[config.mk]
export PLATFORM = sky130hd
export DESIGN_NAME = jacobi_sweep_ctrl
export DESIGN_NICKNAME = d
export VERILOG_FILES = /design/src/rtl/jacobi_sweep_ctrl.sv
export SDC_FILE = /design/constraint.sdc
export NUM_CORES = 1
export LEC_CHECK = 0
export CORE_MARGIN = 2
export CORE_UTILIZATION = 65
export CTS_CLUSTER_DIAMETER = 100
export DETAILED_ROUTE_END_ITERATION = 12
export DONT_BUFFER_PORTS = 1
export GPL_TIMING_DRIVEN = 0
export PLACE_DENSITY_LB_ADDON = 0.15
export SLEW_MARGIN = 20
export SYNTH_ARGS = -nofsm -noshare
export SYNTH_HDL_FRONTEND = slang
export SYNTH_SLANG_ARGS = --single-unit
[constraint.sdc]
create_clock -name clk -period 3.78 [get_ports clk]
set_input_delay 0.945 -clock clk [delete_from_list [all_inputs] [get_ports clk]]
set_output_delay 0.945 -clock clk [all_outputs]
set_load 0.02 [all_outputs]
[src/rtl/jacobi_sweep_ctrl.sv]
// Jacobi sweep scheduler: walks the MxM interior, accumulates returned |residual|s and
// decides converge / iteration-limit / next sweep. Define JACOBI_CTRL_REDBLACK_EN for red-black order.
module jacobi_sweep_ctrl #(
    parameter int unsigned M      = 4,
    parameter int unsigned ADDR_W = 6,
    parameter int unsigned IDX_W  = 4,
    parameter int unsigned RES_W  = 48,
    parameter int unsigned ITER_W = 16
) (
    input  logic              clk,
    input  logic              rst_n,
    input  logic              start,
    input  logic              abort,
    input  logic [ITER_W-1:0] max_iter,
    input  logic [RES_W-1:0]  thresh,
    output logic              pt_valid,
    input  logic              pt_ready,
    output logic [ADDR_W-1:0] pt_addr,
    output logic [IDX_W-1:0]  pt_i,
    output logic [IDX_W-1:0]  pt_j,
    output logic              buf_sel,
    input  logic              res_valid,
    input  logic [RES_W-1:0]  res_abs,
    output logic              busy,
    output logic              done,
    output logic              converged,
    output logic [ITER_W-1:0] iter_count,
    output logic [RES_W-1:0]  norm_r
);
    localparam int unsigned NPTS  = M * M;
    localparam int unsigned CNT_W = $clog2(NPTS + 1);
    localparam logic [CNT_W-1:0] LAST  = CNT_W'(NPTS - 1);
    localparam logic [CNT_W-1:0] FULL  = CNT_W'(NPTS);
    localparam logic [IDX_W-1:0] I_ONE = IDX_W'(1);
    localparam logic [IDX_W-1:0] I_M   = IDX_W'(M);

    typedef enum logic [2:0] {IDLE, SWEEP, DRAIN, CHECK, DONE} state_t;

    state_t            state_q, state_d;
    logic [IDX_W-1:0]  i_q, i_d, j_q, j_d, nxt_i, nxt_j;
    logic [CNT_W-1:0]  iss_q, iss_d, rcv_q, rcv_d;
    logic [RES_W-1:0]  norm_q, norm_d, thr_q, thr_d;
    logic [ITER_W-1:0] iter_q, iter_d, maxit_q, maxit_d, iter_inc;
    logic              conv_q, conv_d, buf_q, buf_d;
    logic              advance, restart_pos;
    logic [RES_W:0]    sum;
`ifdef JACOBI_CTRL_REDBLACK_EN
    localparam logic [IDX_W-1:0] I_TWO = IDX_W'(2);
    localparam logic [IDX_W-1:0] I_MM1 = IDX_W'(M - 1);
    logic ph_q, ph_d, nxt_ph;

    // Step two columns within a colour; at a row end jump to the first same-colour
    // column of the next row, and after the last row switch colour back at row 1.
    always_comb begin
        nxt_ph = ph_q;
        nxt_i  = i_q;
        nxt_j  = j_q + I_TWO;
        if (j_q >= I_MM1) begin
            if (i_q == I_M) begin
                nxt_i  = I_ONE;
                nxt_ph = ~ph_q;
                nxt_j  = ph_q ? I_ONE : I_TWO;
            end else begin
                nxt_i = i_q + I_ONE;
                nxt_j = ((i_q[0] ^ 1'b1) ^ ph_q) ? I_ONE : I_TWO;
            end
        end
    end
`else
    // Raster step; wraps to (1,1) after the last point so the held position stays interior.
    always_comb begin
        nxt_i = i_q;
        nxt_j = j_q + I_ONE;
        if (j_q == I_M) begin
            nxt_j = I_ONE;
            nxt_i = (i_q == I_M) ? I_ONE : i_q + I_ONE;
        end
    end
`endif

    always_comb begin
        state_d     = state_q;
        i_d         = i_q;
        j_d         = j_q;
        iss_d       = iss_q;
        rcv_d       = rcv_q;
        norm_d      = norm_q;
        thr_d       = thr_q;
        iter_d      = iter_q;
        maxit_d     = maxit_q;
        conv_d      = conv_q;
        buf_d       = buf_q;
        advance     = 1'b0;
        restart_pos = 1'b0;
        sum         = {1'b0, norm_q} + {1'b0, res_abs};
        iter_inc    = (&iter_q) ? iter_q : iter_q + ITER_W'(1);
        case (state_q)
            IDLE: if (start && !abort) begin
                state_d     = SWEEP;
                iter_d      = '0;
                norm_d      = '0;
                iss_d       = '0;
                rcv_d       = '0;
                conv_d      = 1'b0;
                buf_d       = 1'b0;
                maxit_d     = max_iter;
                thr_d       = thresh;
                restart_pos = 1'b1;
            end
            SWEEP: if (pt_ready) begin
                iss_d   = iss_q + CNT_W'(1);
                advance = 1'b1;
                if (iss_q == LAST) state_d = DRAIN;
            end
            DRAIN: if (rcv_q == FULL) state_d = CHECK;
            CHECK: begin
                iter_d = iter_inc;
                if (norm_q <= thr_q) begin
                    conv_d  = 1'b1;
                    state_d = DONE;
                end else if (maxit_q != '0 && iter_inc == maxit_q) begin
                    conv_d  = 1'b0;
                    state_d = DONE;
                end else begin
                    buf_d       = ~buf_q;
                    norm_d      = '0;
                    iss_d       = '0;
                    rcv_d       = '0;
                    restart_pos = 1'b1;
                    state_d     = SWEEP;
                end
            end
            DONE:    state_d = IDLE;
            default: state_d = IDLE;
        endcase
        if ((state_q == SWEEP || state_q == DRAIN) && res_valid && rcv_q != FULL) begin
            norm_d = sum[RES_W] ? '1 : sum[RES_W-1:0];
            rcv_d  = rcv_q + CNT_W'(1);
        end
        if (abort && state_q != IDLE) begin
            state_d = IDLE;
            conv_d  = 1'b0;
            iter_d  = iter_q;
            norm_d  = norm_q;
        end
    end

`ifdef JACOBI_CTRL_REDBLACK_EN
    always_comb begin
        ph_d = ph_q;
        if (advance) ph_d = nxt_ph;
        if (restart_pos) ph_d = 1'b0;
    end
`endif

    always_ff @(posedge clk or negedge rst_n) begin
        if (!rst_n) begin
            state_q <= IDLE;
            i_q     <= I_ONE;
            j_q     <= I_ONE;
            iss_q   <= '0;
            rcv_q   <= '0;
            norm_q  <= '0;
            thr_q   <= '0;
            iter_q  <= '0;
            maxit_q <= '0;
            conv_q  <= 1'b0;
            buf_q   <= 1'b0;
`ifdef JACOBI_CTRL_REDBLACK_EN
            ph_q    <= 1'b0;
`endif
        end else begin
            state_q <= state_d;
            i_q     <= restart_pos ? I_ONE : (advance ? nxt_i : i_d);
            j_q     <= restart_pos ? I_ONE : (advance ? nxt_j : j_d);
            iss_q   <= iss_d;
            rcv_q   <= rcv_d;
            norm_q  <= norm_d;
            thr_q   <= thr_d;
            iter_q  <= iter_d;
            maxit_q <= maxit_d;
            conv_q  <= conv_d;
            buf_q   <= buf_d;
`ifdef JACOBI_CTRL_REDBLACK_EN
            ph_q    <= ph_d;
`endif
        end
    end

    assign busy       = (state_q == SWEEP) || (state_q == DRAIN) || (state_q == CHECK);
    assign pt_valid   = (state_q == SWEEP);
    assign done       = (state_q == DONE);
    assign pt_i       = busy ? i_q : '0;
    assign pt_j       = busy ? j_q : '0;
    assign pt_addr    = busy ? ADDR_W'(i_q) * ADDR_W'(M + 2) + ADDR_W'(j_q) : '0;
    assign buf_sel    = buf_q;
    assign converged  = conv_q;
    assign iter_count = iter_q;
    assign norm_r     = norm_q;
endmodule

---- After elaboration in Yosys (flattened, before gate mapping) ----
Cells that the tools add are included.
cells by class
  add/subtract/negate cells ............... 7
  $mul .................................... 1
  magnitude comparators ................... 1
  equality and inequality tests ........... 22
  muxes and demuxes ....................... 48
  bitwise gates (word level) .............. 2
  reductions and logical operators ........ 27
operators by type and width
  cell                     count
  $mux W48                 5
  $pmux W48 S2             1
  $add A48 B48 Y49         1
  $le A48 B48 Y1           1
  $mux W4                  9
  $mux W16                 2
  $pmux W16 S2             1
  $mux W5                  5
  $mux W3                  7
  $add A16 B1 Y16 const B  1
  $eq A16 B16 Y1           1
  $reduce_and A16 Y1       1
  $reduce_bool A16 Y1      1
  $pmux W5 S3              1
  $ne A3 B3 Y1 const B     4
  $pmux W3 S4              1
  $reduce_and A4 Y1        3
  $reduce_bool A3 Y1       4
  $mux W1                  11
  $add A5 B1 Y5 const B    2
  $pmux W5 S2              1
  $reduce_and A5 Y1        2
  $add A4 B1 Y4 const B    2
  $eq A4 B3 Y1 const B     2
  other kinds (23)         39
word-level totals
  flip-flop bits (word level) ............. 151
  bits of input ports ..................... 118
  output and inout port bits .............. 83
  logic and storage cells ................. 119

---- Logic depth before layout (Yosys ltp) ----
  depth after elaboration ................. 9
  depth in mapped cells ................... 14
  mapped depth without buffers ............ 13

---- Least setup slack after synthesis ----
Ideal clock, no wire load.
  path kind ............................... in2reg
  from .................................... input res_abs[0]
  to ...................................... register norm_q[10] (netlist: norm_r[10])
  library setup time ...................... 78 ps
  data arrival time ....................... 3942 ps
  data required time ...................... 3702 ps
  slack ................................... -240 ps
  cell stages on the path ................. 14
  path buffers ............................ 1
  path through ............................ ha_1 -> inv_1 -> fa_1 -> nor2b_1 -> o2111ai_1 -> a211oi_1 -> o21ai_0 -> a31oi_1 -> a311o_1 -> a21oi_2 -> nor2_1 -> clkbuf_1 -> nor2_1 -> o2bb2ai_1
between the ends
  cells in the longest elaborated chain, start to end .. 3
ends and longest elaborated chain
  item                    line  RTL
  start: declaration      23    input logic [RES_W-1:0] res_abs,
  $add A48 B48 Y49        95    sum = {1'b0, norm_q} + {1'b0, res_abs};
  $mux W48                137   norm_d = sum[RES_W] ? '1 : sum[RES_W-1:0];
  $mux W48                136   if ((state_q == SWEEP || state_q == DRAIN) && res_valid && rcv_q != FULL) begin
  end signal: assignment  178   norm_q <= norm_d;
  end: declaration        42    logic [RES_W-1:0] norm_q, norm_d, thr_q, thr_d;
Every way passes these cells.
A chain may end at the register's enable or synchronous reset.

---- Worst setup path after layout ----
  from .................................... register i_q[0] (netlist: i_d[0])
  to ...................................... output pt_addr[5]
between the ends
  cells in the longest elaborated chain, start to end .. 3
ends and longest elaborated chain
  item                      line  RTL
  start: declaration        40    logic [IDX_W-1:0] i_q, i_d, j_q, j_d, nxt_i, nxt_j;
  start signal: assignment  174   i_q <= restart_pos ? I_ONE : (advance ? nxt_i : i_d);
  $mul A4 B2 Y5             195   assign pt_addr = busy ? ADDR_W'(i_q) * ADDR_W'(M + 2) + ADDR_W'(j_q) : '0;
  $add A6 B4 Y6             195
  $mux W6                   195
  end: declaration          18    output logic [ADDR_W-1:0] pt_addr,
Every way passes these cells.

==> results.yml <==
run_status:
  status: "finished clean"
synthesis:
  synth_cells: 1263
  synth_edf_count: 0
  yosys_warnings: 0
  synth_top_family_by_area: "compound AO/OA/AOI/OAI gates"
  synth.top_cells.by_area: "dfrtp_1 (34%), ha_1 (13%), nand2_1 (5.9%)"
  synthArstFlopShare_pct: 100
  ys_ff_latch: 151
  synthAdderAreaFrac_pct: 13.4
  synth_top_area_share_pct: 34.4
  yosys.area_share.simple_pct: 18.7
  synth_area_mm2: 0.0108
  synth_top_flop_cell: "dfrtp_1"
  ys_seq_area_share_pct: 34.9
  avgSynthCellArea_um2: 8.58
  synth_compound_area_share_pct: 22.2
  yosysTopAreaCell: "dfrtp_1"
  synth.distinct_cells: 74
  synthMuxAreaShare_pct: 0.473
  synthXorXnorAreaFrac_pct: 5.65
  synth_nets: 1495
worst_setup_path:
  arrival_ps: 2770
  r2r_cells: 11
  cp_num_cells: 10
  crit_end: "pt_addr[5]"
  slowest_delay_ps: 570
  r2r_end: "norm_r[44]"
  crit_start: "i_d[0]"
  path_max_fanout: 4
  start_kind: "register"
  worstSetupEndpointType: "output port"
  rrSetupSlack_ps: 110
  cp_top_family: "adder cells"
  cp_slowest_cell: "dfstp_2"
  critPathBufInv: 2
  critPathRequiredTime_ps: 2830
  reg2reg_from: "norm_r[30]"
  cp_cell_sequence: "ha_4 -> inv_2 -> fa_1 -> inv_2 -> ha_4 -> a21oi_2 -> nor2_1 -> xnor2_1 -> xnor2_1 -> nor3_2"
  critPathKind: "reg2out"
route:
  first_pass_iters: 5
  routed_via_density: 6.32
  ant_nets: 0
  wirelength_mm: 28.7
  wl_per_cell_um: 18.8
  drc: 0
  drt_iter0_drc: 740
  dr_total_vias: 9643
finish:
  nets: 1526
  drive_gt1_share_pct: 8.65
  num_antenna_cells: 0
  area_delta_synth_final_pct: 10.9
hold_path:
  min_path_type: "in2async"
floorplan:
  initial_core_util_pct: 65.8
  io_pins: 201
  coreArea_mm2: 0.0165
  die_y_um: 133
  die_w_um: 133
  dieArea_mm2: 0.0177
  rows: 47
global_route:
  use_met1_pct: 43.9
  gr-usage-met3_pct: 10.0
  gr-max-usage-layer: "met2"
  use_met2_pct: 50.9
  grt_util_all_layers_pct: 32.7
  grt_max_degree: 152
  grt_pass1_wl_mm: 46.5
  grt_overflow: 0
  antenna_found_initial: 0
  first_global_vias: 9276
clock_tree:
  clkTransAtPathRegs_ps: 60
  cts_inserted_buffers: 17
  cts-root-buf: "clkbuf_16"
  clock_sinks: 151
  ctsLongestPathBuffers: 2
  cts_htree_levels: 4
  cts_tree: "yes"
  clock_latency_ps: 430
  cts_hold_buf: 0
power_and_ir_drop:
  p_per_area_mw_per_mm2: 820
  leakage_nw: 5.45
  fin_total_pwr_mw: 9.85
  ir_drop_mv: 0.429
timing:
  maxSlewViolCount: 0
  rsz0062_at_grt: "yes"
  setup_viol: 0
  fmax_mhz: 270
  hold_slack_ps: 202
  min_period_over_period_pct: 98.2
  worstMarginPinSlew_ps: 1100
  fin_worst_skew_ps: 6.39
  hold_viol: 0
  relSlewSlack_pct: 26.2
  finalCriticalPeriod_ps: 3710
placement:
  io_buffers: 0
  gp_congestion: 0.905
  dp_hpwl_mm: 21.1
job:
  cap_viol_max_count: 0
==> where the power goes <==
part           internal (mW)  switching, mW  leakage (nW)  total [mW]
logic                   2.09           2.96          3.26        5.04
registers               2.22          0.848          1.91        3.07
clock network           1.03          0.715         0.275        1.74
==> synth_stat cells (24+ instances only) <==
cell / count
ha_1: 111
clkbuf_1: 32
xor2_1: 26
dfrtp_1: 149
o2bb2ai_1: 38
nor2_1: 104
nand4_1: 24
o21ai_0: 112
nand3_1: 28
inv_1: 78
nand2_1: 171
nor3_1: 26
a21oi_1: 91
xnor2_1: 42
==> cell usage in the layout, fill, tap and decap left out, types with 5 or more instances in the layout <==
cell type  Yosys  final
nand2_1      171    171
dfrtp_1      149    139
o21ai_0      112    111
ha_1         111    108
nor2_1       104    103
a21oi_1       91     87
inv_1         78     76
xnor2_1       42     42
o2bb2ai_1     38     38
clkbuf_1      32     30
nand3_1       28     27
xor2_1        26     26
nand4_1       24     24
a21o_1        23     23
nor3_1        26     21
clkbuf_16      0     17
buf_4          1     14
and4_1        11     11
and2_1        10     10
a211oi_1      13     10
dfrtp_2        0     10
nand2b_1       9      9
a31oi_1       10      9
nor4_1        10      9
a221o_1        9      9
and3_1         8      8
nor2b_1        8      8
o21a_1         8      8
o21bai_1       7      7
o41ai_1        6      6
a21oi_2        2      5
o211ai_1       5      5
clkbuf_4       0      5
o31ai_1        6      5
==> metal layers <==
metal  up-vias  routed length, um
met4         0                751
met3        59               2500
met5         -                  0
met2       329              12900
met1      4629              12500
li1       4626                  -
==> kinds of logic after synthesis <==
logic type / Yosys count
DFF: 151
xor gates and xnor gates: 69
and+or+nand+nor: 431
AOI/OAI and AO/OA: 368
buffers and inverters: 125
adders and majority gates: 114
muxes: 5
==> through the flow <==
step | TNS (ps) | setup WS (ps) | util (%) | instances | cell area [um^2]
final | 0 | 69.7 | 73.0 | 1526 | 12000
after global placement | -39300 | -997 | 67.6 | 1483 | 11100
after global routing | -147 | -21.6 | 73.0 | 1526 | 12000
after detailed placement | -43510 | -1070 | 67.6 | 1483 | 11100
after CTS | 0 | 11.8 | 72.0 | 1517 | 11900
after floorplan | -2020 | -68.9 | - | 1263 | 10900
==> worst register-to-register path: stages, from the launching register on <==
cell      delay [ps]
dfrtp_1          500
ha_1             380
nand4_1          150
nor2_1           290
nand4_1          280
o21bai_1         250
a31oi_1          110
a21boi_1         590
a21o_4           290
o21ai_4          130
buf_4            240
a221o_1          350
==> registers in the layout, indices dropped and copies added, names as in the netlist <==
register	flops
i_d	4
state_q	3
maxit_q	16
iss_q	5
thr_q	48
rcv_q	5
buf_sel	1
norm_r	48
converged	1
j_d	4
iter_count	16
==> final cells by class <==
cell class / count / area [um^2]
buffer: 46 / 235
clock buffer: 22 / 474
clock inverter: 9 / 116
fill: 1277 / 4440
inverter: 78 / 293
multi-input combinational: 987 / 6740
sequential: 151 / 3790
tap: 220 / 275
timing repair buffer: 13 / 97.6
==> worst min path at each step <==
stage                     startpoint        end  slack [ps]  cells past startpoint
after floorplan             iss_q[4]   iss_q[4]         440                      2
after global placement      iss_q[4]   iss_q[4]         460                      2
after detailed placement    iss_q[4]   iss_q[4]         470                      2
after CTS                      rst_n  thr_q[37]         200                      0
after global routing           rst_n  thr_q[38]         190                      0
final                          rst_n  thr_q[37]         200                      0
==> repair_timing <==
action                                  4_1_cts  5_1_grt
endpoints found under the setup margin       58       53
pin swaps                                     4       11
resized for setup                            27       25
setup buffers                                 3       10
No activity file was read; power rests on OpenSTA's default activity.
